`config.mk`:
```
export PLATFORM = sky130hd
export DESIGN_NAME = l1_request_arbiter
export DESIGN_NICKNAME = d
export VERILOG_FILES = /design/src/rtl/l1_request_arbiter_pkg.sv /design/src/rtl/l1_request_arbiter_rsp_id_fifo.sv /design/src/rtl/l1_request_arbiter.sv
export SDC_FILE = /design/constraint.sdc
export NUM_CORES = 1
export LEC_CHECK = 0
export CORE_AREA = 2 2 163 165
export CTS_CLUSTER_DIAMETER = 80
export CTS_CLUSTER_SIZE = 16
export DETAILED_ROUTE_END_ITERATION = 8
export DIE_AREA = 0 0 165 167
export GPL_ROUTABILITY_DRIVEN = 1
export GPL_TIMING_DRIVEN = 0
export SLEW_MARGIN = 10
export SYNTH_ARGS = -nofsm -noshare
export SYNTH_HDL_FRONTEND = slang
export SYNTH_HIERARCHICAL = 1
export SYNTH_SLANG_ARGS = --single-unit
```
`constraint.sdc`:
```
create_clock -name clk -period 2.7 [get_ports clk]
set_input_delay 0.54 -clock clk [delete_from_list [all_inputs] [get_ports clk]]
set_output_delay 0.54 -clock clk [all_outputs]
set_load 0.05 [all_outputs]
```
`src/rtl/l1_request_arbiter_pkg.sv`:
```
// Shared constants and types for the L1 request arbiter: requestor IDs and the
// request payload that is registered towards memory.
package l1_request_arbiter_pkg;

    localparam int L1_CONNECTIONS     = 4;
    localparam int L1_DCACHE_ID       = 0;
    localparam int L1_DMMU_ID         = 1;
    localparam int L1_ICACHE_ID       = 2;
    localparam int L1_IMMU_ID         = 3;
    localparam int L1_MAX_OUTSTANDING = 4;

    typedef struct packed {
        logic [31:0] addr;
        logic        rnw;
        logic [3:0]  be;
        logic [31:0] data;
    } l1_arb_request_t;

    // Index width that stays at least one bit for single-entry configurations.
    function automatic int l1_id_width(input int n);
        return (n > 1) ? $clog2(n) : 1;
    endfunction

endpackage

```
`src/rtl/l1_request_arbiter_rsp_id_fifo.sv`:
```
// l1_rsp_id_fifo: in-order queue of requestor IDs for reads still awaiting
// their memory response; the head entry routes the next mem_rvalid.
module l1_rsp_id_fifo
    import l1_request_arbiter_pkg::*;
#(
    parameter int DEPTH = 4,
    parameter int WIDTH = 2
) (
    input  logic             clk,
    input  logic             rst_n,
    input  logic             push,
    input  logic [WIDTH-1:0] push_id,
    input  logic             pop,
    output logic [WIDTH-1:0] head_id,
    output logic             empty,
    output logic             full
);

    localparam int PTR_W = l1_id_width(DEPTH);

    logic [WIDTH-1:0] slots [DEPTH];
    logic [PTR_W-1:0] wr_ptr;
    logic [PTR_W-1:0] rd_ptr;
    logic [PTR_W:0]   count;
    logic             do_push;
    logic             do_pop;

    assign empty   = (count == '0);
    assign full    = (count == (PTR_W + 1)'(DEPTH));
    assign do_push = push && !full;
    assign do_pop  = pop && !empty;
    assign head_id = slots[rd_ptr];

    always_ff @(posedge clk or negedge rst_n) begin
        if (!rst_n) begin
            wr_ptr <= '0;
            rd_ptr <= '0;
            count  <= '0;
        end else begin
            if (do_push)
                wr_ptr <= (wr_ptr == PTR_W'(DEPTH - 1)) ? '0 : wr_ptr + 1'b1;
            if (do_pop)
                rd_ptr <= (rd_ptr == PTR_W'(DEPTH - 1)) ? '0 : rd_ptr + 1'b1;
            if (do_push && !do_pop)
                count <= count + 1'b1;
            else if (!do_push && do_pop)
                count <= count - 1'b1;
        end
    end

    // Slot contents need no reset: the pointers alone decide what is valid.
    always_ff @(posedge clk) begin
        if (do_push)
            slots[wr_ptr] <= push_id;
    end

endmodule

```
`src/rtl/l1_request_arbiter.sv`:
```
// Round-robin arbiter funnelling L1 requestors onto one registered memory port,
// routing in-order read data back. Define L1_ARB_DCACHE_PRIORITY_EN to let dcache always win.
module l1_request_arbiter
    import l1_request_arbiter_pkg::*;
#(
    parameter int L1_CONNECTIONS  = l1_request_arbiter_pkg::L1_CONNECTIONS,
    parameter int MAX_OUTSTANDING = l1_request_arbiter_pkg::L1_MAX_OUTSTANDING
) (
    input  logic                           clk,
    input  logic                           rst_n,
    input  logic [L1_CONNECTIONS-1:0]      req_valid,
    input  logic [L1_CONNECTIONS-1:0][31:0] req_addr,
    input  logic [L1_CONNECTIONS-1:0]      req_rnw,
    input  logic [L1_CONNECTIONS-1:0][3:0] req_be,
    input  logic [L1_CONNECTIONS-1:0][31:0] req_data,
    output logic [L1_CONNECTIONS-1:0]      req_ack,
    output logic [L1_CONNECTIONS-1:0]      rsp_valid,
    output logic [31:0]                    rsp_data,
    output logic                           mem_req,
    output logic [31:0]                    mem_addr,
    output logic                           mem_rnw,
    output logic [3:0]                     mem_be,
    output logic [31:0]                    mem_data,
    input  logic                           mem_ack,
    input  logic                           mem_rvalid,
    input  logic [31:0]                    mem_rdata
);

    localparam int IDX_W = l1_id_width(L1_CONNECTIONS);

    l1_arb_request_t  held_req;
    logic [IDX_W-1:0] last_grant;
    logic [IDX_W-1:0] winner;
    logic [IDX_W-1:0] rr_idx;
    logic [IDX_W-1:0] head_id;
    logic             winner_found;
    logic             fifo_full;
    logic             fifo_empty;
    logic             arb_open;
    logic             accept;
    logic             rsp_pop;

    // A full ID queue blocks acceptance even if a response drains it this cycle.
    assign arb_open = rst_n && (!mem_req || mem_ack) && !fifo_full;
    assign accept   = arb_open && winner_found;
    assign rsp_pop  = rst_n && mem_rvalid && !fifo_empty;

    always_comb begin
        winner_found = 1'b0;
        winner       = '0;
        rr_idx       = '0;
`ifdef L1_ARB_DCACHE_PRIORITY_EN
        if (req_valid[L1_DCACHE_ID]) begin
            winner_found = 1'b1;
            winner       = IDX_W'(L1_DCACHE_ID);
        end
`endif
        for (int i = 0; i < L1_CONNECTIONS; i++) begin
            rr_idx = IDX_W'((int'(last_grant) + 1 + i) % L1_CONNECTIONS);
`ifdef L1_ARB_DCACHE_PRIORITY_EN
            if (!winner_found && rr_idx != IDX_W'(L1_DCACHE_ID) && req_valid[rr_idx]) begin
`else
            if (!winner_found && req_valid[rr_idx]) begin
`endif
                winner_found = 1'b1;
                winner       = rr_idx;
            end
        end
    end

    always_comb begin
        req_ack = '0;
        if (accept)
            req_ack[winner] = 1'b1;
    end

    always_comb begin
        rsp_valid = '0;
        if (rsp_pop)
            rsp_valid[head_id] = 1'b1;
    end

    assign rsp_data = mem_rdata;

    // A new acceptance replaces the held request even in the cycle mem_ack retires it.
    always_ff @(posedge clk or negedge rst_n) begin
        if (!rst_n) begin
            mem_req    <= 1'b0;
            held_req   <= '0;
            last_grant <= IDX_W'(L1_CONNECTIONS - 1);
        end else if (accept) begin
            mem_req    <= 1'b1;
            held_req   <= '{addr: req_addr[winner], rnw: req_rnw[winner],
                            be: req_be[winner], data: req_data[winner]};
            last_grant <= winner;
        end else if (mem_ack) begin
            mem_req    <= 1'b0;
        end
    end

    assign mem_addr = held_req.addr;
    assign mem_rnw  = held_req.rnw;
    assign mem_be   = held_req.be;
    assign mem_data = held_req.data;

    l1_rsp_id_fifo #(
        .DEPTH (MAX_OUTSTANDING),
        .WIDTH (IDX_W)
    ) u_rsp_id_fifo (
        .clk     (clk),
        .rst_n   (rst_n),
        .push    (accept && req_rnw[winner]),
        .push_id (winner),
        .pop     (rsp_pop),
        .head_id (head_id),
        .empty   (fifo_empty),
        .full    (fifo_full)
    );

`ifndef SYNTHESIS
    rvalid_without_outstanding_read: assert property (
        @(posedge clk) disable iff (!rst_n) !(mem_rvalid && fifo_empty));
`endif

endmodule

```
* Word level (Yosys, flattened, before mapping)
Memory sizes are Yosys's and may differ from the RTL's.
Index checks and enable logic that the tools add are counted.
Widths: inputs -> output; s select.
** Storage, ports and cells
- Register bits after elaboration :: 79
- Bits in latches :: 0
- Memory bits (writable) :: 8
- Bits in read-only memories :: 0
- Output and inout bits :: 110
- Word-level logic and storage cells :: 94
- Memories kept :: 1
** Operators by class
- Add/subtract/negate cells :: 8
- Multiply operators :: 0
- Div/mod/pow operators :: 0
- Magnitude comparators :: 8
- Equality and inequality tests :: 3
- Shift operators :: 0
- Multiplexer cells :: 38
- Bitwise gates (word level) :: 0
- Reductions and logical operators :: 27
** Memory list
- u_rsp_id_fifo.slots :: depth 4, width 2, read ports 1, clocked after memory_dff 0, write ports 1, RTL line l1_request_arbiter_rsp_id_fifo.sv:21 : logic [WIDTH-1:0] slots [DEPTH];
** Operators with widths (count)
- $bmux 32 s2 :: 2
- $mux 32 :: 2
- $lt 2x3->1 const B :: 6
- $logic_and 1x1->1 :: 15
- $mux 1 :: 15
- $mux 2 :: 6
- $mux 4 :: 3
- $bmux 1 s2 :: 5
- $bmux 4 s2 :: 1
- $logic_not 1->1 :: 8
- $add 2x1->2 const B :: 3
- $add 2x2->2 const B :: 3
- $mux 3 :: 2
- $demux 1 s2 :: 2
- $eq 2x2->1 const B :: 2
- $ge 2x1->1 const B :: 2
- $reduce_bool 2->1 :: 2
- $add 3x1->3 const B :: 1
- $eq 3x3->1 const B :: 1
- $logic_not 3->1 :: 1
- $sub 3x1->3 const B :: 1
- $logic_or 1x1->1 :: 1

* Depth between registers and ports, before layout
Gate-level depths: netlist of the first run.
- Depth after elaboration :: 21
- Mapped depth :: 16
- Gate-level depth less buffers :: 12

* Modules after synthesis
The synthesis of the first run kept the hierarchy.
** By module, submodules not included
- l1_request_arbiter :: times used 1, cells each 615, area each 5519.0 um^2, sequential area each 1804.2 um^2
- l1_rsp_id_fifo :: times used 1, cells each 47, area each 755.7 um^2, sequential area each 415.4 um^2

* Least setup slack after synthesis of the first run
Ideal clock, no wire load.
- Path type :: register to register
- Start point :: register last_grant[1]
- End point :: register u_rsp_id_fifo.count[1]
- Data arrival time :: 2.873 ns
- Required time :: 2.575 ns
- Slack :: -0.298 ns
- Cell stages (with the launch flop) :: 15
- Buffers on the path :: 4
- Period minus slack after synthesis :: 2.998 ns
- Cells stage by stage :: dfstp_2 buf_4 a21boi_1 o21ba_4 buf_6 nor2_4 buf_12 mux2i_1 o22ai_1 nor2b_2 buf_6 ha_1 inv_1 fa_1 mux2_2
** Between the ends
- Word-level cells in the longest chain between the ends :: 20
- Elaborated cells on any way between the ends :: 36
** Ends and longest elaborated chain
- start: declaration :: RTL line l1_request_arbiter.sv:32 : logic [IDX_W-1:0] last_grant;
- start signal: assignment :: RTL line l1_request_arbiter.sv:90 : last_grant <= IDX_W'(L1_CONNECTIONS - 1);
- start signal: assignment :: RTL line l1_request_arbiter.sv:95 : last_grant <= winner;
- $add 2x1->2 * :: RTL line l1_request_arbiter.sv:59 : rr_idx = IDX_W'((int'(last_grant) + 1 + i) % L1_CONNECTIONS);
- parallel branches: the longest is 14 deep, another holds $add 2x2->2
- $logic_and 1x1->1 * :: RTL line l1_request_arbiter.sv:112 : .push (accept && req_rnw[winner]),
- $logic_and 1x1->1 * :: RTL line l1_request_arbiter_rsp_id_fifo.sv:30 : assign do_push = push && !full;
- via u_rsp_id_fifo.do_push :: RTL line l1_request_arbiter_rsp_id_fifo.sv:25 : logic do_push;
- $logic_not 1->1 :: RTL line l1_request_arbiter_rsp_id_fifo.sv:46 : else if (!do_push && do_pop)
- $logic_and 1x1->1 :: RTL line l1_request_arbiter_rsp_id_fifo.sv:46
- $reduce_bool 2->1 (no line)
- end signal: assignment :: RTL line l1_request_arbiter_rsp_id_fifo.sv:45 : count <= count + 1'b1;
- end signal: assignment :: RTL line l1_request_arbiter_rsp_id_fifo.sv:47 : count <= count - 1'b1;
- end: declaration :: RTL line l1_request_arbiter_rsp_id_fifo.sv:24 : logic [PTR_W:0] count;
Mark *: on every way through the listed nets, which the timed path passes. The select of a mux whose other input is x is not followed.
A chain may end at the register's enable or synchronous reset.

* Final worst setup path of the first run
- Start point :: register last_grant[1]
- End point :: register u_rsp_id_fifo.count[1]
** Between the ends
- Word-level cells in the longest chain between the ends :: 20
- Elaborated cells on any way between the ends :: 36
** Ends and longest elaborated chain (RTL line)
- $add 2x1->2 * :: l1_request_arbiter.sv:59
- parallel branches: the longest is 14 deep, another holds $add 2x2->2
- $logic_and 1x1->1 * :: l1_request_arbiter.sv:112
- $logic_and 1x1->1 * :: l1_request_arbiter_rsp_id_fifo.sv:30
- $logic_not 1->1 :: l1_request_arbiter_rsp_id_fifo.sv:46
- $logic_and 1x1->1 :: l1_request_arbiter_rsp_id_fifo.sv:46
- $reduce_bool 2->1 (no line)
Mark *: on every way between the ends. The select of a mux whose other input is x is not followed.

==> flow_summary.toml, run 1 <==
[place]
gp_congestion = 0.814
placed_area_mm2 = 0.0107
port_buffers = 393
dp_hpwl_mm = 21.0

[synth]
yosysTopAreaCell = "dfrtp_1"
synthTopCellsByCount = "77 x dfrtp_1, 76 x nand2_1, 70 x mux2i_1"
synth.yosys.seq_area_share = 0.354
syn_area_mm2 = 0.00627
ys_ff_latch = 87
yosysMostFrequentCell = "dfrtp_1"
synth-edff-count = 8
syn_nets = 985
synth-main-ff-cell = "dfrtp_1"
synth_area_leaders = "dfrtp_1 31%, mux2i_1 11%, a21o_1 8.3%"
yosysUniqueCellTypes = 48
yosysTopAreaCellShare = 0.307
async_reset_ff_frac = 0.908
yosysWarnings = 6
syn_inst = 662
avgSynthCellArea_um2 = 9.48

[detailed_routing]
drc = 0
drt_iter0_drc = 347
drt-total-wl_mm = 27.8
drt_pre_antenna_iters = 4
post_drt_wl_per_cell_um = 19.4
ant_nets = 0
vias = 6788
via_per_inst = 4.72

[sta]
fin_hold_ws_ps = 123
worst_slack_ps = -95.9
tns_ps = -174
hold_viol_final = 0
max_freq_mhz = 358
setup_viol = 2
rsz0062_at_grt = "true"
finalClockSkew_ps = 11.5
fin_crit_ps = 2800
period_share = 1.04
relSlewSlack = 0.464
slew_violations = 0
tightest_slew_ps = 802

[grt]
grt_pass1_vias = 7062
grt.overflow.total = 0
use_met3 = 0.0483
gr-max-usage-layer = "met2"
use_met2 = 0.347
use_met1 = 0.235
grt_max_degree = 23
antenna_found_initial = 2
grt_use_total = 0.196
grt_pass1_wl_mm = 40.8

[critical_path]
rr_startpoint = "last_grant[1]$_DFFE_PN1P_"
r2r_slack_ps = -100
worst-setup-path-type = "register to register"
cp_data_arrival_time_ps = 3040
end_kind = "register"
worstRegToRegCells = 12
r2r_end = "u_rsp_id_fifo/count[1]$_DFFE_PN0P_"
critPathMaxFanout = 6
critPathLaunchType = "register"
cp_data_required_time_ps = 2950

[outcome]
violations = "negative setup slack"
status = "finished, violations left"

[clock_tree]
cts_made_buffers = 9
clk_path_buf_depth = 2
clk_root_buffer_cell = "clkbuf_16"
htree_levels = 3
worstSkewPairLatency_ps = 360
cts_tree = "built"
numClockSinks = 87
clkSlewWorstSetupHoldPaths_ps = 80

[die]
rows = 59
coreArea_mm2 = 0.0258
io_pins = 426
die-area_mm2 = 0.0276
start_util = 0.244
dieHeight_um = 167
dieWidth_um = 165

[cells_and_area]
drive_gt1_frac = 0.164
final-seq-area_mm2 = 0.00222
final_area_mm2 = 0.0114
nets = 1417
area_growth_pct = 81.7
multi_input_area_mm2 = 0.00353
fillers = 2558

[pwr]
power_density_mw_per_mm2 = 945
irDropWorstVdd_v = 0.000588
p_leak_uw = 0.00469
p_total_uw = 10800

[min_path]
hp-class = "input pin to asynchronous set/reset pin"

[flow_run]
maxCapViolations = 0
[metrics by stage]
stage / util / setup slack (ps) / std cells
2_1_floorplan: - / -169 / 662
3_3_place_gp: 0.416 / -4010 / 1390
3_5_place_dp: 0.417 / -1190 / 1391
4_1_cts: 0.440 / -192 / 1427
5_1_grt: 0.442 / -206 / 1435
6_report: 0.443 / -95.9 / 1437
[power by group]
part           switching (uW)  internal, uW  total, uW
Sequential                385          1920       2310
Combinational            4270          2920       7190
Clock                     636           646       1280
[logic make-up (layout without fill, tap and decap cells)]
family                   Yosys count  in the layout  share of synthesized area
AO/OA/AOI/OAI                    214            214                      0.260
AND/OR/NAND/NOR                  175            175                      0.134
buffers and inverters             98            535                      0.102
flip-flops                        87             87                      0.354
multiplexers                      78             78                      0.131
adder cells (fa/ha/maj)            7              7                     0.0152
XOR/XNOR                           3              3                    0.00419
other                              0              3                          0
[worst max-delay path, cell delays in order, from the launching register on]
cell and delay, ps:
dfstp_2 540, buf_8 120, mux2i_4 250, o2bb2ai_4 90
nor2_4 130, buf_12 140, mux2i_4 250, o22ai_2 110
nor2b_4 140, ha_4 170, inv_2 50, fa_2 420
mux2_2 270
[layout make-up]
cell class              count  area share
plain buffers              88      0.0527
inverters                   5     0.00197
multi-input cells         477       0.310
clock buffers               9      0.0197
diodes                      3    0.000658
repair buffers            426       0.378
well taps                 335      0.0368
clock inverters             7     0.00538
flip-flops and latches     87       0.195
[repair_timing]
item	CTS	global route
endpoints found under the hold margin	0	4
hold buffers	0	2
gates resized for setup	55	17
gates cloned	3	0
setup endpoints to repair	31	10
pin swaps	10	9
buffers inserted	19	9
[metal layers]
metal,share of wire,vias up,wire [um]
met5,0,-,0
met4,0.018,0,497
met3,0.076,28,2120
met2,0.50,288,14000
met1,0.40,3237,11200
li1,-,3235,-
[cell usage in the layout (no fill, tap or decap), types with 3 or more instances in the layout]
cell type          n
clkinvlp_4         3
a21o_1            69
o211ai_1          38
edfxtp_1           8
clkbuf_2           5
clkbuf_16         10
nor2_2             3
and2_2             4
o211ai_2          30
buf_6              7
buf_4             58
diode_2            3
mux2i_1           68
ha_1               5
inv_1              3
o21ai_0           69
nor2_1             6
buf_12             7
mux2i_4            3
nand2_1           76
clkdlybuf4s50_1  380
dlygate4sd2_1      4
nand3_1           69
clkbuf_1          36
mux2_2             3
inv_6              4
bufbuf_16          3
dfrtp_1           77
buf_2              7
[worst max path at each step]
stage | cells after the start | endpoint | slack, ps | start
after floorplan | 13 | u_rsp_id_fifo/count[1]$_DFFE_PN0P_ | -170 | last_grant[1]$_DFFE_PN1P_
after global placement | 15 | u_rsp_id_fifo/count[2]$_DFFE_PN0P_ | -4010 | rst_n
after detailed placement | 16 | u_rsp_id_fifo/count[2]$_DFFE_PN0P_ | -1190 | rst_n
after CTS | 13 | u_rsp_id_fifo/count[1]$_DFFE_PN0P_ | -190 | last_grant[1]$_DFFE_PN1P_
after global routing | 15 | u_rsp_id_fifo/count[2]$_DFFE_PN0P_ | -210 | last_grant[1]$_DFFE_PN1P_
final | 12 | u_rsp_id_fifo/count[1]$_DFFE_PN0P_ | -100 | last_grant[1]$_DFFE_PN1P_
[registers in the layout, summed over array words and instances (netlist names)]
register and count:
u_rsp_id_fifo/wr_ptr 2, last_grant 2, mem_rnw 1, u_rsp_id_fifo/rd_ptr 2, mem_req 1, u_rsp_id_fifo/count 3
mem_addr 32, mem_data 32, u_rsp_id_fifo/slots 8, mem_be 4
(Power assumes the default switching activity.)
==> run 2: changes to the inputs <==
--- a/config.mk
+++ b/config.mk
@@ -12,6 +12,7 @@
 export DIE_AREA = 0 0 165 167
 export GPL_ROUTABILITY_DRIVEN = 1
 export GPL_TIMING_DRIVEN = 0
+export SKIP_LAST_GASP = 1
 export SLEW_MARGIN = 10
 export SYNTH_ARGS = -nofsm -noshare
 export SYNTH_HDL_FRONTEND = slang
==> run 2 against run 1 <==
The flow still finishes with violations (negative setup slack). Core utilization decreased by 0.15 points. Count of clock-buffer cells in the layout unchanged. Sequential power about the same. Register-to-register slack about the same. Cell count decreased by 0.21%. Die area unchanged. Global-route usage about the same. Combinational power decreased by 0.7%. Fmax about the same. Clock skew about the same. Clock power about the same. Wire length decreased by 0.24%. Critical endpoint unchanged. Largest power group unchanged. Highest routed layer unchanged.
==> flow_summary.toml, run 2 (synthesis results as in run 1) <==
[outcome]
status = "finished, violations left"
violations = "negative setup slack"

[detailed_routing]
drt-total-wl_mm = 27.8
ant_nets = 0
drt_iter0_drc = 367
drt_pre_antenna_iters = 6
via_per_inst = 4.72
post_drt_wl_per_cell_um = 19.4
vias = 6768
drc = 0

[grt]
grt_use_total = 0.196
grt_max_degree = 23
grt_pass1_wl_mm = 40.8
grt.overflow.total = 0
grt_pass1_vias = 7056
antenna_found_initial = 2

[pwr]
p_switching_uw = 5270
p_leak_uw = 0.00467
irDropWorstVdd_v = 0.000588
clockPowerShare = 0.120
power_density_mw_per_mm2 = 945
power.share.combinational = 0.665
p_int_uw = 5460
swShare = 0.491
p_seq_frac = 0.215

[critical_path]
cp_slowest_cell = "dfstp_2"
cp_data_arrival_time_ps = 3040
end_kind = "register"
worst-setup-path-type = "register to register"
critPathLaunchType = "register"
critPathTopFamily = "multiplexers"
critPathMaxFanout = 6
worst-path-buf-inv = 3
cp_data_required_time_ps = 2950
slowest_delay_ps = 540
crit_path_cell_trace = "buf_8, mux2i_4, o2bb2ai_4, nor2_4, buf_12, mux2i_4, o22ai_2, nor2b_4, ha_4, inv_2, fa_2, mux2_2"
worst_path_most_repeated_cell = "mux2i_4"

[die]
coreArea_mm2 = 0.0258
rows = 59
dieHeight_um = 167
die-area_mm2 = 0.0276
dieWidth_um = 165
io_pins = 426
start_util = 0.244

[clock_tree]
cts_tree = "built"
worstSkewPairLatency_ps = 360
cts_made_buffers = 9
clk_root_buffer_cell = "clkbuf_16"
clk_path_buf_depth = 2
numClockSinks = 87
clkSlewWorstSetupHoldPaths_ps = 80
htree_levels = 3

[cells_and_area]
nets = 1414
fin_util = 0.441
final_cell_mix = "380 x clkdlybuf4s50_1, 77 x dfrtp_1, 76 x nand2_1"
area_growth_pct = 81.1
layout_commonest_cell = "clkdlybuf4s50_1"
drive_gt1_frac = 0.161

[sta]
fin_hold_ws_ps = 122
period_share = 1.04
relSlewSlack = 0.463
setup_viol = 2
max_freq_mhz = 357
rsz0062_at_grt = "true"
hold_viol_final = 0
slew_violations = 0
fin_crit_ps = 2800
finalClockSkew_ps = 11.5
tightest_slew_ps = 802
worst_slack_ps = -98.0

[flow_run]
maxCapViolations = 0

[place]
port_buffers = 393
dp_hpwl_mm = 21.0
gp_congestion = 0.814

[min_path]
hp-class = "input pin to asynchronous set/reset pin"
## run 2: cell count changes in the layout (fill, tap and decap cells not counted)
cell / change
nor2_4: -1
nor2_1: +1
buf_4: -2
buf_8: -1
## run 2: worst reg2reg max path: stages, from the launching register on
cell and delay [ps]:
dfstp_2 540, buf_8 120, mux2i_4 260, o2bb2ai_4 90, nor2_4 130, buf_12 140
mux2i_4 250, o22ai_2 110, nor2b_4 140, ha_4 170, inv_2 50, fa_2 420
mux2_2 270
## run 2: per-stage QoR
stage | power [uW] | instance area (um2) | setup WS, ps | cells | TNS (ps)
6_report | 10700 | 11400 | -98.0 | 1434 | -177
2_1_floorplan | 6840 | 6360 | -169 | 662 | -242
5_1_grt | 11300 | 11400 | -206 | 1432 | -461
4_1_cts | 10800 | 11300 | -192 | 1427 | -614
3_5_place_dp | 9290 | 10700 | -1190 | 1391 | -37520
3_3_place_gp | 9230 | 10700 | -4010 | 1390 | -487940
## run 2: layout make-up
class / count / area (um2)
sequential: 87 / 2220
tap: 335 / 419
clock inverter: 7 / 61.3
timing repair buffer: 423 / 4290
antenna: 3 / 7.51
inverter: 5 / 22.5
fill: 2559 / 14400
multi-input combinational: 477 / 3520
buffer: 88 / 597
clock buffer: 9 / 225
## run 2: metal layers
| layer | share of wire | track usage | vias up |
|---|---|---|---|
| met2 | 0.50 | 0.347 | 284 |
| met1 | 0.41 | 0.235 | 3230 |
| met5 | 0 | 0 | - |
| li1 | - | - | 3229 |
| met4 | 0.017 | 0.0469 | 0 |
| met3 | 0.072 | 0.0483 | 25 |
## run 2: worst paths after layout
path	from	end	slack, ps	cells after the start
setup / recovery	last_grant[1]$_DFFE_PN1P_	u_rsp_id_fifo/count[1]$_DFFE_PN0P_	-100	12
hold / removal	rst_n	mem_data[23]$_DFFE_PN0P_	120	2
setup reg to reg	last_grant[1]$_DFFE_PN1P_	u_rsp_id_fifo/count[1]$_DFFE_PN0P_	-100	12
hold reg to reg	mem_addr[18]$_DFFE_PN0P_	mem_addr[18]$_DFFE_PN0P_	490	2
max in group asynchronous	rst_n	mem_data[22]$_DFFE_PN0P_	1340	2
min in group clk	mem_addr[18]$_DFFE_PN0P_	mem_addr[18]$_DFFE_PN0P_	490	2
## run 2: power by group through the flow
| stage | combinational, uW | sequential [uW] | clock, uW |
|---|---|---|---|
| global route | 7590 | 2390 | 1360 |
| CTS | 7210 | 2310 | 1320 |
| finish | 7140 | 2310 | 1290 |
| detailed placement | 6960 | 2330 | 0 |
| global placement | 6920 | 2310 | 0 |
| floorplan | 2860 | 3980 | 0 |
## run 2: repair_timing
action,CTS,global route
pin swaps,9,9
setup endpoints to repair,31,10
hold buffers,0,2
gates cloned,3,0
endpoints found under the hold margin,0,4
gates resized for setup,51,19
setup buffers,19,6
==> edit 1: new RTL, flow settings as in run 2 <==
Change the package constant `L1_MAX_OUTSTANDING` from 4 to 8.
--- a/src/rtl/l1_request_arbiter_pkg.sv
+++ b/src/rtl/l1_request_arbiter_pkg.sv
@@ -8,5 +8,5 @@
     localparam int L1_ICACHE_ID       = 2;
     localparam int L1_IMMU_ID         = 3;
-    localparam int L1_MAX_OUTSTANDING = 4;
+    localparam int L1_MAX_OUTSTANDING = 8;
 
     typedef struct packed {
Check against the original RTL: no difference found for any inputs over 4 cycles, from zero or initial values and one cycle with rst_n low; that may be too few to reach the edited logic, so the function may still have changed.
==> edit 1 against run 2 <==
The run still ends with setup timing left. First-iteration DRC count increased by 2.5%. Sequential cell count up 11. Design area is 6.0% higher. Synthesized area is 8.7% higher. Non-clock buffer count grew 13. Die area is the same. Routed wire length is 6.4% higher. Power is 7.8% higher. Fmax down 9.0%. Setup slack worse by 0.28 ns. Critical endpoint is now u_rsp_id_fifo/count[3]. Highest routed layer unchanged.
==> edit 1: results (changes against run 2) <==
The static leakage is 4.89 nW (+4.8%). The clock skew was 0.0103 ns (-0.00125 ns). The aggregate negative setup slack came to -1.23 ns (-1.05 ns).

In the post-synthesis netlist, the biggest area contributors are sky130_fd_sc_hd__dfrtp_1 (29%), sky130_fd_sc_hd__mux2i_1 (10%), sky130_fd_sc_hd__a21o_1 (7.6%). The count of mapped cells out of synthesis came out at 704 (+6.3%). The pre-CTS setup slack is -1.35 ns (-0.165 ns).

The final reports fail on setup timing. The count of instances resized after the clock tree is built is 64 (+25%). The post-CTS setup buffer count came to 31 (+12). The arithmetic-cell share of the synthesized area counting full adders, half adders and majority gates was 1.58% (+0.062 points).

The synthesized-area fraction occupied by ao, oa, aoi and oai cells came out at 24.9% (-1.0 points). The maximum vdd ir drop was 529 uV (-10%). The proportion of synthesized chip area in sequential cells came out at 37.2% (+1.8 points). The estimated wirelength of the detail-placed design is 22700 um (+7.8%).

The maximum number of pins on one net before global-route repair was 44 (+91%). The last weighted congestion value of the routability-driven placer was 0.845 (+3.8%). The cell total after placement came out at 1433 (+3.0%). The net count after synthesis came out at 1028 (+4.4%). The fraction of registers with async set or reset after synthesis is 83.7% (-7.1 points). The worst reg2reg path depth came out at 15 (+3). The number of nets in the final layout is 1469 (+3.9%). The layout cell share with drive strength beyond 1 is 17.7% (+1.6 points). The total of endpoints with negative setup slack in the final report came out at 7 (+5). The per-cell via count in the routed design was 4.81 (+1.9%).

The flow ran to the end, but the final reports show violations. The number of optimization iterations in the first detailed-route pass is 4 (-2). The total track usage is 21.0% (+1.4 points). The detailed route wirelength on metal2 is 15400 um (+10%). The routing usage on met2 was 37.5% (+2.8 points). The arrival time at the worst endpoint is 3.31 ns (+0.27 ns). The number of synthesized flops with an enable pin is 16 (+8). The instance area after placement is 11400 um^2 (+5.9%). The xor/xnor cell area share of the yosys netlist came out at 0.257% (-0.16 points). The routed wire length came out at 29500 um (+6.4%). The kind of cell with the highest combined delay along the critical path is simple AND/OR/NAND/NOR gates. The smallest setup slack after layout is -0.373 ns (-0.275 ns).

The maximum fanout along the worst path came out at 7 (+1).
-- edit 1: cell count changes after synthesis, moves of 4 or more --
cell                       delta
sky130_fd_sc_hd__nor3_1       +5
sky130_fd_sc_hd__and2_2       -4
sky130_fd_sc_hd__nand2_1      +4
sky130_fd_sc_hd__edfxtp_1     +8
-- edit 1: final cells by class --
cell class,instances,area [um^2]
Clock buffer,11,254
Tap cell,335,419
Timing Repair Buffer,433,4270
Buffer,91,659
Multi-Input combinational cell,507,3830
Inverter,5,27.5
Sequential cell,98,2540
Fill cell,2478,13700
Clock inverter,5,27.5
Antenna cell,4,10.0
-- edit 1: where the power goes --
part / switching [W] / leakage [nW] / internal, W / total, W
combinational: 0.00451 / 3.61 / 0.00320 / 0.00771
sequential: 0.000421 / 1.15 / 0.00214 / 0.00257
clock: 0.000623 / 0.134 / 0.000678 / 0.00130
total: 0.00555 / 4.89 / 0.00602 / 0.0116
==> edit 2: new RTL, settings of run 2 <==
Made on the original files. Make the reset (`rst_n`) synchronous in 2 clocked blocks.
--- a/src/rtl/l1_request_arbiter_rsp_id_fifo.sv
+++ b/src/rtl/l1_request_arbiter_rsp_id_fifo.sv
@@ -32,5 +32,5 @@
     assign head_id = slots[rd_ptr];
 
-    always_ff @(posedge clk or negedge rst_n) begin
+    always_ff @(posedge clk) begin
         if (!rst_n) begin
             wr_ptr <= '0;
--- a/src/rtl/l1_request_arbiter.sv
+++ b/src/rtl/l1_request_arbiter.sv
@@ -84,5 +84,5 @@
 
     // A new acceptance replaces the held request even in the cycle mem_ack retires it.
-    always_ff @(posedge clk or negedge rst_n) begin
+    always_ff @(posedge clk) begin
         if (!rst_n) begin
             mem_req    <= 1'b0;
Formal check against the unedited RTL: differs if rst_n is asserted again (counterexample within 4 cycles, from zero or initial values and one cycle with rst_n low); with rst_n held inactive, the same outputs for 4 cycles.
==> edit 2 against run 2 <==
The flow still finishes with violations (setup timing). Fmax decreased by 1.8%. Power decreased by 16%. Sequential cell count increased by 2. Setup slack got worse by 0.053 ns. Highest routed layer unchanged. Largest power group unchanged. Synthesized area increased by 0.68%. Routed wire length increased by 3.8%. Count of clock-buffer cells in the layout unchanged. Via count decreased by 3.5%. Utilization decreased by 0.28 points. Clock skew decreased by 0.0023 ns. Design area decreased by 0.64%.
==> edit 2: results (changes against run 2) <==
The run finished, with violations left. The checks that failed: setup timing. The arrival time at the worst endpoint is 3.13 ns (+0.09 ns).

The clock network area share came out at 2.60% (+0.083 points). The fraction of registers with async set or reset after synthesis came to 0% (-91 points). The sequential share of cell area is 16.6% (-2.9 points).

The total number of multi-input combinational cells was 422 (-12%). The synthesized-area fraction occupied by ao, oa, aoi and oai cells is 34.0% (+8.1 points). The maximum vdd ir drop came out at 347 uV (-41%). The number of non-clock buffers in the layout came out at 508 (-0.59%). The clock skew is 0.00921 ns (-0.00231 ns). The transition time at the pin with the least slew margin came out at 0.807 ns (+0.00470 ns). The diode insertion count for antenna repair is 0 (-3). The power share of the clock group is 14.6% (+2.6 points). The number of optimization iterations in the first detailed-route pass is 5 (-1).

The last weighted congestion value of the routability-driven placer came to 0.834 (+2.5%). The smallest setup slack after layout was -0.151 ns (-0.0525 ns). The count of mapped cells out of synthesis came out at 612 (-7.6%). The multi-input combinational cell area came out at 3890 um^2 (+10%). The maximum number of pins on one net before global-route repair came out at 19 (-17%). The total of endpoints with negative setup slack in the final report came to 2 (unchanged). The estimated wirelength of the detail-placed design is 22600 um (+7.5%). The layout-stage area growth over the synthesis result is 78.8%. The via count of the first global-routing pass came out at 6663 (-5.6%). The net count after synthesis was 935 (-5.1%). The cell total after placement is 1340 (-3.7%). The total track usage came out at 20.1% (+0.47 points).

The routed wire length is 28800 um (+3.8%). The detailed-route via count came to 6531 (-3.5%). The number of nets in the final layout is 1361 (-3.7%).

The number of unique standard cell types used by synthesis came out at 47 (-2.1%). The commonest cells after synthesis are sky130_fd_sc_hd__a211oi_2 (132), sky130_fd_sc_hd__dfxtp_1 (81), sky130_fd_sc_hd__mux2i_1 (71), sky130_fd_sc_hd__o21ai_0 (71), sky130_fd_sc_hd__and3_1 (69). The relative area of non-clock buffer cells in the final design is 42.3% (-0.73 points).

Ranked by total cell area, the synthesized netlist is headed by sky130_fd_sc_hd__a211oi_2 (26%), sky130_fd_sc_hd__dfxtp_1 (26%), sky130_fd_sc_hd__mux2i_1 (11%). The first-pass GRT wire length came to 40900 um (about the same). The wire length per cell after detailed routing came out at 20.9 um (+8.0%). The number of signal-net inverters in the final layout is 8 (+3). The arithmetic-cell share of the synthesized area counting full adders, half adders and majority gates came out at 1.51% (-0.010 points).

The switching fraction of total power came out at 47.6% (-1.5 points).
==> edit 2: cell count changes in the layout (fill, tap and decap cells not counted), sizes merged, moves of 4 or more <==
cell / before / now
nand2: 76 / 11
o21ai: 69 / 73
and3: 1 / 69
a21o: 69 / 0
a211oi: 0 / 137
mux2: 5 / 1
dfxtp: 0 / 81
buf: 80 / 89
clkbuf: 51 / 44
clkdlybuf4s15: 0 / 4
o211ai: 68 / 0
nand3: 69 / 5
dfrtp: 77 / 0
==> edit 2: worst paths after layout <==
path / to / start / slack, ns / cells after the start
max: u_rsp_id_fifo/count[2] / last_grant[1] / -0.15 / 14
min reg2reg: mem_rnw / mem_rnw / 0.47 / 2
max reg2reg: u_rsp_id_fifo/count[2] / last_grant[1] / -0.15 / 14
min: mem_rnw / mem_rnw / 0.47 / 2
==> edit 2: per-layer routing <==
layer	GRT usage, %	wire [um]
met1	24.5	11900
met2	35.6	14700
met3	4.68	1810
met4	3.97	368
met5	0	0
